### config.mk
export PLATFORM = sky130hd
export DESIGN_NAME = vga_frame_fetch
export DESIGN_NICKNAME = d
export VERILOG_FILES = /design/src/rtl/vga_pkg.sv /design/src/rtl/vga_delay_line.sv /design/src/rtl/vga_frame_fetch.sv
export SDC_FILE = /design/constraint.sdc
export NUM_CORES = 1
export LEC_CHECK = 0
export ABC_CLOCK_PERIOD_IN_PS = 8000
export CELL_PAD_IN_SITES_DETAIL_PLACEMENT = 1
export CELL_PAD_IN_SITES_GLOBAL_PLACEMENT = 1
export CORE_MARGIN = 10
export CORE_UTILIZATION = 38
export DETAILED_ROUTE_END_ITERATION = 10
export HOLD_SLACK_MARGIN = 0.02
export PLACE_DENSITY = 0.85
export SLEW_MARGIN = 15
export SYNTH_ARGS = -nofsm -noshare
export SYNTH_HDL_FRONTEND = slang
export SYNTH_HIERARCHICAL = 1
export SYNTH_SLANG_ARGS = --single-unit
### constraint.sdc
create_clock -name clk -period 8 [get_ports clk]
set_input_delay 1.6 -clock clk [delete_from_list [all_inputs] [get_ports clk]]
set_output_delay 1.6 -clock clk [all_outputs]
set_load 0.02 [all_outputs]
### src/rtl/vga_pkg.sv
// Shared types and default window geometry for the VGA scan-side blocks.
package vga_pkg;

    typedef logic [23:0] rgb_t;

    localparam int VGA_IMG_X0   = 120;
    localparam int VGA_IMG_Y0   = 40;
    localparam int VGA_IMG_W    = 400;
    localparam int VGA_INT_X0   = 220;
    localparam int VGA_INT_Y0   = 140;
    localparam int VGA_INT_W    = 200;
    localparam int VGA_INT_BASE = 160000;

    typedef enum logic {
        FETCH_IDLE,
        FETCH_RUN
    } fetch_state_t;

    typedef struct packed {
        logic [9:0] x;
        logic [9:0] y;
        logic       hs;
        logic       vs;
        logic       win;
        logic       mode;
    } pix_tag_t;

    function automatic logic in_span(
        input logic [9:0] v,
        input logic [9:0] lo,
        input logic [9:0] w
    );
        return (v >= lo) && ((v - lo) < w);
    endfunction

endpackage

### src/rtl/vga_delay_line.sv
// Tick-enabled shift register used to carry raster tags past the RAM latency.
module vga_delay_line #(
    parameter int W     = 8,
    parameter int DEPTH = 1
) (
    input  logic         clk,
    input  logic         reset,
    input  logic         en_i,
    input  logic [W-1:0] d_i,
    output logic [W-1:0] q_o
);

    logic [W-1:0] pipe_q [DEPTH];

    always_ff @(posedge clk) begin
        if (reset) begin
            for (int i = 0; i < DEPTH; i++) begin
                pipe_q[i] <= '0;
            end
        end else if (en_i) begin
            pipe_q[0] <= d_i;
            for (int i = 1; i < DEPTH; i++) begin
                pipe_q[i] <= pipe_q[i-1];
            end
        end
    end

    assign q_o = pipe_q[DEPTH-1];

endmodule

### src/rtl/vga_frame_fetch.sv
// Frame-buffer address generator with latency-matched raster/pixel outputs.
// Define FETCH_CHECKSUM_EN to add the frame_sum running-XOR output.
module vga_frame_fetch
    import vga_pkg::*;
#(
    parameter int ADDR_W     = 18,
    parameter int RD_LATENCY = 2,
    parameter int IMG_X0     = VGA_IMG_X0,
    parameter int IMG_Y0     = VGA_IMG_Y0,
    parameter int IMG_W      = VGA_IMG_W,
    parameter int INT_X0     = VGA_INT_X0,
    parameter int INT_Y0     = VGA_INT_Y0,
    parameter int INT_W      = VGA_INT_W,
    parameter int INT_BASE   = VGA_INT_BASE
) (
    input  logic              clk,
    input  logic              reset,
    input  logic              pix_tick,
    input  logic [9:0]        x_in,
    input  logic [9:0]        y_in,
    input  logic              hsync_in,
    input  logic              vsync_in,
    input  logic              start,
    output logic              rd_en,
    output logic [ADDR_W-1:0] rd_addr,
    input  rgb_t              rd_data,
    output logic [9:0]        x_out,
    output logic [9:0]        y_out,
    output logic              hsync_out,
    output logic              vsync_out,
    output logic              in_win_out,
    output rgb_t              data_ram,
`ifdef FETCH_CHECKSUM_EN
    output rgb_t              data_interpolado,
    output rgb_t              frame_sum
`else
    output rgb_t              data_interpolado
`endif
);

    localparam logic [9:0] NX0 = 10'(IMG_X0);
    localparam logic [9:0] NY0 = 10'(IMG_Y0);
    localparam logic [9:0] NW  = 10'(IMG_W);
    localparam logic [9:0] NXL = 10'(IMG_X0 + IMG_W - 1);
    localparam logic [9:0] IX0 = 10'(INT_X0);
    localparam logic [9:0] IY0 = 10'(INT_Y0);
    localparam logic [9:0] IW  = 10'(INT_W);
    localparam logic [9:0] IXL = 10'(INT_X0 + INT_W - 1);

    localparam logic [ADDR_W-1:0] NSTEP = ADDR_W'(IMG_W);
    localparam logic [ADDR_W-1:0] ISTEP = ADDR_W'(INT_W);
    localparam logic [ADDR_W-1:0] IBASE = ADDR_W'(INT_BASE);

    fetch_state_t      state_q, state_d;
    logic              mode_q, mode_d;
    logic [ADDR_W-1:0] row_base_q, row_base_d;
    logic [ADDR_W-1:0] addr_q, addr_d;
    logic [9:0]        col_q, col_d;

    logic              frame_start, mode_e, run_e, win;
    logic [ADDR_W-1:0] row_e, addr_now, base, row_step;
    logic [9:0]        col_e, x0, y0, w, xl;
    pix_tag_t          tag_in, tag_dl;

    always_ff @(posedge clk) begin
        if (reset) begin
            state_q    <= FETCH_IDLE;
            mode_q     <= 1'b0;
            row_base_q <= '0;
            col_q      <= '0;
            addr_q     <= '0;
        end else begin
            state_q    <= state_d;
            mode_q     <= mode_d;
            row_base_q <= row_base_d;
            col_q      <= col_d;
            addr_q     <= addr_d;
        end
    end

    always_comb begin
        frame_start = pix_tick && (x_in == '0) && (y_in == '0);
        // Frame-start tick already sees the freshly latched mode and cleared counters.
        mode_e = frame_start ? start : mode_q;
        row_e  = frame_start ? '0 : row_base_q;
        col_e  = frame_start ? '0 : col_q;
        run_e  = frame_start || (state_q == FETCH_RUN);

        x0       = mode_e ? IX0 : NX0;
        y0       = mode_e ? IY0 : NY0;
        w        = mode_e ? IW : NW;
        xl       = mode_e ? IXL : NXL;
        base     = mode_e ? IBASE : '0;
        row_step = mode_e ? ISTEP : NSTEP;

        win      = run_e && in_span(x_in, x0, w) && in_span(y_in, y0, w);
        addr_now = base + row_e + ADDR_W'(col_e);

        rd_en   = pix_tick && win && !reset;
        rd_addr = rd_en ? addr_now : addr_q;

        tag_in = '{x: x_in, y: y_in, hs: hsync_in,
                   vs: vsync_in, win: win, mode: mode_e};

        state_d    = state_q;
        mode_d     = mode_q;
        row_base_d = row_base_q;
        col_d      = col_q;
        addr_d     = addr_q;

        if (pix_tick) begin
            unique case (state_q)
                FETCH_IDLE: if (frame_start) state_d = FETCH_RUN;
                FETCH_RUN:  state_d = FETCH_RUN;
                default:    state_d = FETCH_IDLE;
            endcase
            mode_d     = mode_e;
            row_base_d = row_e;
            col_d      = col_e;
            if (win) begin
                addr_d = addr_now;
                if (x_in == xl) begin
                    col_d      = '0;
                    row_base_d = row_e + row_step;
                end else begin
                    col_d = col_e + 10'd1;
                end
            end
        end
    end

    vga_delay_line #(
        .W     ($bits(pix_tag_t)),
        .DEPTH (RD_LATENCY)
    ) u_dly (
        .clk   (clk),
        .reset (reset),
        .en_i  (pix_tick),
        .d_i   (tag_in),
        .q_o   (tag_dl)
    );

    logic [9:0] x_q, y_q;
    logic       hs_q, vs_q, win_q;
    rgb_t       pix_ram_q, pix_int_q;

    always_ff @(posedge clk) begin
        if (reset) begin
            x_q       <= '0;
            y_q       <= '0;
            hs_q      <= 1'b0;
            vs_q      <= 1'b0;
            win_q     <= 1'b0;
            pix_ram_q <= '0;
            pix_int_q <= '0;
        end else if (pix_tick) begin
            x_q       <= tag_dl.x;
            y_q       <= tag_dl.y;
            hs_q      <= tag_dl.hs;
            vs_q      <= tag_dl.vs;
            win_q     <= tag_dl.win;
            pix_ram_q <= (tag_dl.win && !tag_dl.mode) ? rd_data : '0;
            pix_int_q <= (tag_dl.win && tag_dl.mode) ? rd_data : '0;
        end
    end

    assign x_out            = x_q;
    assign y_out            = y_q;
    assign hsync_out        = hs_q;
    assign vsync_out        = vs_q;
    assign in_win_out       = win_q;
    assign data_ram         = pix_ram_q;
    assign data_interpolado = pix_int_q;

`ifdef FETCH_CHECKSUM_EN
    rgb_t acc_q, sum_q, acc_d;

    always_comb begin
        acc_d = acc_q ^ (tag_dl.win ? rd_data : '0);
    end

    always_ff @(posedge clk) begin
        if (reset) begin
            acc_q <= '0;
            sum_q <= '0;
        end else if (pix_tick) begin
            if (frame_start) begin
                sum_q <= acc_d;
                acc_q <= '0;
            end else begin
                acc_q <= acc_d;
            end
        end
    end

    assign frame_sum = sum_q;
`endif

endmodule

==> metrics.txt, run 1 <==
reg2reg path depth=17; setup TNS=-118 ps; GRT Overall Usage=0.178; 1st-pass router iterations=4; vias in the first global route=8,571; Netlist cell types=74; DP Wirelength=19,500 um; area delta synth->final=32.8%; WP data arrival=6460 ps; CTS Buf Count=17; pin count of the biggest net entering global routing=103; ratio of cells with drive above 1 in the final layout=0.209; Post-synth EDFFs=48; leakage=5.06 nW; Ports=140; post-synthesis sequential area ratio=0.421; ANT nets after route=0; FF-to-FF setup slack=3690 ps; Max transition margin=0.241; fin cells=1,472; syn_nets=1,053; top_reg_cell synth=dfxtp_1; pre-CTS setup slack=-851 ps; die area=30,500 um2; Cells after Synth=961; initial core utilization=0.387; DR WL/cell=19.2 um; PwrDens=162 nW/um2; Nets=1,232; Synth area leader=dfxtp_1; Final Wtd Congestion=0.895; HP Class=flop to flop; Synth area leaders=dfxtp_1 26%, edfxtp_1 16%, ha_1 5.4%; final setup margin=-61.3 ps; Final min period=8060 ps; CTS sink cnt=167; design area=12,100 um2; Clock Tree Buf Depth=2; ANT cells=0; reg-to-reg endpoint=col_q[6]; Fillers=2,607; Final setup viols=7; kind of critical path=primary input to primary output; initial antenna violation count=0; Crit. End Element=primary output; crit-path max FO=7; fin crit share=1.01; vias per cell=5.36; core box area=23,500 um2; WL final=28,300 um; Worst Setup EP=rd_addr[11]; row count=56; Avg Cell Area, Syn=9.45 um2; violated checks=negative setup slack; GRT overflow=0; later-pin clock latency in the skew report=430 ps; H-tree depth=4; worst-margin pin slew=1140 ps; drt drc=0; r2r startpoint=mode_q; first-pass GRT wire length=44,700 um; Clock Tree Root=clkbuf_16; Critical Path RT=6400 ps; unrepaired setup endpoints after global routing=yes; DP Area=11,200 um2; Buffers on Ports=139; run status=finished, violations left; Startpoint Class=primary input; mapped cell area=9090 um2; final hold slack=474 ps; Yosys warnings=6; CTS tree=built; flops & latches, synth=167; CTS clk-pin slew, worst paths=70 ps; final clock skew=15.8 ps; DR vias=7,887; f_max=124 MHz; Yosys top cell area share=0.262; die width=175 um; Final Slew Violations=0; die height=175 um; Fin. Hold Viols=0; Iteration-0 DRC Markers=428; asr flop ratio synth=0; Max Cap Violations=0; Peak VDD IR=0.120 mV; Critical path origin=y_in[8]; placed cells=1,430
-- layout by cell type (no fill, tap or decap), types with 6 or more instances in the layout --
cell             synthesis  final
nand2_1                 35     35
a211oi_1                 6      6
inv_1                   35     33
xnor2_1                 21     20
clkbuf_16                0     17
and3_1                  10     10
edfxtp_1                48     48
a21oi_1                 76     74
ha_1                    39     34
a31oi_1                  8      7
and2_1                  15     14
mux2_4                   1      9
buf_6                    4     15
and3b_1                 48     48
buf_4                   28    110
nor3_1                  12     11
a21o_1                  10     10
nand2b_1                50     50
xor2_1                   7      6
nand3_1                 68     68
nor2_1                  79     76
nand4_1                  7      7
dfxtp_1                119    119
o21ai_0                 23     19
mux2i_1                 42     42
clkdlybuf4s50_1          0    104
or3_1                    7      6
mux2_2                  16      8
clkbuf_2                 0      7
-- synthesized netlist by cell type, types with 12 or more instances --
cell        n
nor2_1     79
o21ai_0    23
and2_1     15
ha_1       39
edfxtp_1   48
mux2i_1    42
nand2b_1   50
a21oi_1    76
mux2_2     16
clkbuf_1   43
nor3_1     12
inv_1      35
nand3_1    68
nand2_1    35
dfxtp_1   119
and3b_1    48
xnor2_1    21
buf_4      28
-- sequential cells by signal (all words and copies together), names as in the netlist --
name              count
u_dly/pipe_q         48
x_out                10
row_base_q           18
addr_q               18
y_out                10
in_win_out            1
data_interpolado     24
state_q               1
vsync_out             1
data_ram             24
mode_q                1
hsync_out             1
col_q                10
-- worst min-delay path by stage --
stage | startpoint | cells past startpoint | slack [ps] | end
floorplan | state_q | 2 | 440 | state_q
global placement | state_q | 2 | 450 | state_q
detailed placement | state_q | 2 | 460 | state_q
CTS | data_ram[11] | 2 | 470 | data_ram[11]
global route | data_ram[6] | 2 | 500 | data_ram[6]
finish | data_interpolado[9] | 2 | 470 | data_interpolado[9]
-- critical path, cell delays in order --
cell and delay [ps]:
dlygate4sd2_1 250, or4_1 410, or4_4 580, or3_4 350, and2_4 180, clkinvlp_4 120
ha_4 150, inv_1 60, ha_4 170, xnor2_1 160, ha_1 270, or4b_4 570
a311oi_4 250, o211ai_1 220, nor3_2 200, buf_4 180, bufbuf_16 270, mux2_2 330
buf_6 130
-- routing by layer --
| metal | up-vias | GRT usage | routed length, um |
|---|---|---|---|
| li1 | 3741 | - | - |
| met1 | 3922 | 0.205 | 11900 |
| met2 | 181 | 0.324 | 14600 |
| met3 | 43 | 0.0330 | 1110 |
| met4 | 0 | 0.0583 | 639 |
| met5 | - | 0 | 0 |
-- cells by family (layout without fill, tap and decap cells) --
group                      count (synthesis)  after routing  synth area share
and+or+nand+nor                          367            367             0.234
AOI/OAI and AO/OA                        171            171             0.120
DFF                                      167            167             0.421
buffers and inverters                    126            318            0.0683
muxes                                     60             60            0.0690
adders and majority gates                 42             42            0.0603
xor gates and xnor gates                  28             28            0.0270
-- per-stage QoR --
step | utilization | power, mW
after floorplan | - | 1.03
after global placement | 0.477 | 1.10
after detailed placement | 0.477 | 1.11
after CTS | 0.508 | 1.97
after global routing | 0.514 | 2.03
final | 0.514 | 1.96
-- power by group --
part / total [mW] / switching (mW) / internal, mW
logic: 0.196 / 0.107 / 0.0891
clock network: 0.859 / 0.428 / 0.431
registers: 0.905 / 0.00934 / 0.896
total: 1.96 / 0.544 / 1.42
-- final cells by class --
| class | count | area [um2] | area share |
|---|---|---|---|
| Multi-Input combinational cell | 668 | 4850 | 0.402 |
| Clock inverter | 15 | 194 | 0.0161 |
| Tap cell | 319 | 399 | 0.0331 |
| Timing Repair Buffer | 250 | 2230 | 0.185 |
| Clock buffer | 17 | 425 | 0.0353 |
| Inverter | 36 | 139 | 0.0115 |
| Sequential cell | 167 | 3820 | 0.317 |
-- repair_timing --
item	CTS	global route
hold buffers	0	0
setup endpoints to repair	19	19
pin swaps	14	11
gates resized for setup	121	60
buffers inserted	7	4
cloned	1	0
(Power assumes the default switching activity.)
==> run 2: changes to the inputs <==
--- a/config.mk
+++ b/config.mk
@@ -10,9 +10,10 @@
 export CELL_PAD_IN_SITES_GLOBAL_PLACEMENT = 1
 export CORE_MARGIN = 10
 export CORE_UTILIZATION = 38
+export CTS_CLUSTER_SIZE = 25
 export DETAILED_ROUTE_END_ITERATION = 10
 export HOLD_SLACK_MARGIN = 0.02
-export PLACE_DENSITY = 0.85
+export PLACE_DENSITY = 0.79
 export SLEW_MARGIN = 15
 export SYNTH_ARGS = -nofsm -noshare
 export SYNTH_HDL_FRONTEND = slang
==> run 2 against run 1 <==
Compared with the run above: the flow still finishes with violations (negative setup slack); non-clock buffer count rose by 9; sequential power barely moved; critical path depth rose by 6; critical path type unchanged; worst setup slack got worse by 42 ps; highest routed layer unchanged; total power barely moved; sequential share of layout area fell by 0.43 points; critical endpoint unchanged; clock skew fell by 2.1 ps.
==> metrics.txt, run 2 (synthesis gave the netlist of run 1 again) <==
Worst Hold Path EP=data_ram[0]; row count=56; Clock Tree Buf Depth=2; leakage=5.11 nW; die width=175 um; CTS tree=built; fin cells=1,481; WL final=29,700 um; 1st-pass router iterations=5; Max Cap Violations=0; CTS sink cnt=167; number of flip-flops in the largest register=48; kind of critical path=primary input to primary output; worst-margin pin slew=1110 ps; commonest non-fill, non-tap cells in the layout=119 x dfxtp_1, 115 x buf_4, 103 x clkdlybuf4s50_1; CTS Buf Count=17; Final Slew Violations=0; fin crit share=1.01; reg-to-reg endpoint=row_base_q[10]; vias in the first global route=8,401; WP data arrival=6500 ps; run status=finished, violations left; Startpoint Class=primary input; unrepaired setup endpoints after global routing=yes; leading cell type in the layout, fill and taps excluded=dfxtp_1; GRT overflow=0; r2r startpoint=mode_q; Iteration-0 DRC Markers=583; vias per cell=5.41; die area=30,500 um2; Critical Path RT=6400 ps; pin count of the biggest net entering global routing=104; crit-path max FO=6; Peak VDD IR=0.126 mV; Final setup viols=16; setup TNS=-1480 ps; Ports=140; PwrDens=160 nW/um2; Nets=1,241; GRT Overall Usage=0.183; Min-Delay Path Depth=2; Crit. End Element=primary output; initial core utilization=0.387; ANT cells=0; Fin. Hold Viols=0; Max transition margin=0.258; Reg with most FFs=u_dly/pipe_q; die height=175 um; Clock Tree Root=clkbuf_16; Buffers on Ports=139; FF-to-FF setup slack=3730 ps; ANT nets after route=0; initial antenna violation count=0; Fillers=2,596; final hold slack=469 ps; violated checks=negative setup slack; DP Wirelength=19,000 um; final clock skew=13.7 ps; later-pin clock latency in the skew report=430 ps; DR vias=8,013; Final min period=8100 ps; final setup margin=-104 ps; area delta synth->final=34.6%; reg2reg path depth=20; placed cells=1,432; CTS clk-pin slew, worst paths=60 ps; ratio of cells with drive above 1 in the final layout=0.216; f_max=123 MHz; H-tree depth=4; HP Class=flop to flop; drt drc=0; core box area=23,500 um2; DR WL/cell=20.1 um; first-pass GRT wire length=45,800 um; worst hold start=data_ram[0]; Final Wtd Congestion=0.830
-- run 2: changes by cell type in the layout (fill, tap and decap cells not counted), moves of 3 or more --
cell	change
buf_6	+8
mux2_2	-7
mux2_4	+7
buf_4	+5
dlygate4sd2_1	-4
buf_16	+3
ha_1	+3
ha_4	-3
-- run 2: stage by stage --
step           power (mW)  setup WS [ps]  instance area (um2)   util
2_1_floorplan        1.03          -7.71                 9100      -
5_1_grt              2.03           -241                12200  0.521
3_3_place_gp         1.10           -648                11200  0.477
6_report             1.96           -104                12200  0.521
4_1_cts              1.97           8.15                12000  0.511
3_5_place_dp         1.11           -807                11200  0.477
-- run 2: power by group --
part / switching [mW] / total, mW / internal (mW)
clock: 0.423 / 0.853 / 0.429
combinational: 0.112 / 0.202 / 0.0904
sequential: 0.00944 / 0.905 / 0.896
-- run 2: repair_timing --
action                                  CTS  global route
hold endpoints to repair                  0             0
hold buffers                              0             0
cloned                                    3             0
pin swaps                                19            15
setup buffers                             8             7
resized for setup                       162            59
endpoints found under the setup margin   19            19
-- run 2: worst max path at each step --
stage	startpoint	endpoint	slack [ps]	depth (start not counted)
floorplan	y_in[8]	rd_addr[13]	-8	22
global placement	x_in[2]	rd_addr[15]	-650	18
detailed placement	x_in[2]	rd_addr[12]	-810	19
CTS	x_in[2]	rd_addr[1]	8	24
global route	x_in[5]	rd_addr[7]	-240	24
finish	x_in[5]	rd_addr[11]	-100	25
-- run 2: critical path, cell delays in order --
cell        delay [ps]
buf_6               90
or4_4              520
or4_4              540
buf_6              140
o21ai_4            120
and2_4             180
clkinvlp_4          90
buf_6              120
ha_4               150
inv_2               60
ha_4               150
xor2_2             210
ha_1               290
a21o_1             250
buf_4              150
o311ai_1           300
a21oi_2            100
nor3_2             220
o31ai_4            100
o311a_4            140
nor3_4             220
buf_6              170
buf_12             140
mux2_4             310
buf_6              130
-- run 2: area by class of cell --
type                    count  area [um2]  area share
clock buffers              17         425      0.0348
clock inverters            15         199      0.0163
inverters                  36         139      0.0114
multi-input cells         668        4880       0.399
flip-flops and latches    167        3820       0.313
well taps                 319         399      0.0326
repair buffers            259        2370       0.193
-- run 2: routing by layer --
metal,part of all wire,up-vias,GRT usage
li1,-,3769,-
met1,0.42,3967,0.215
met2,0.51,207,0.329
met3,0.039,70,0.0317
met4,0.036,0,0.0650
met5,0,-,0
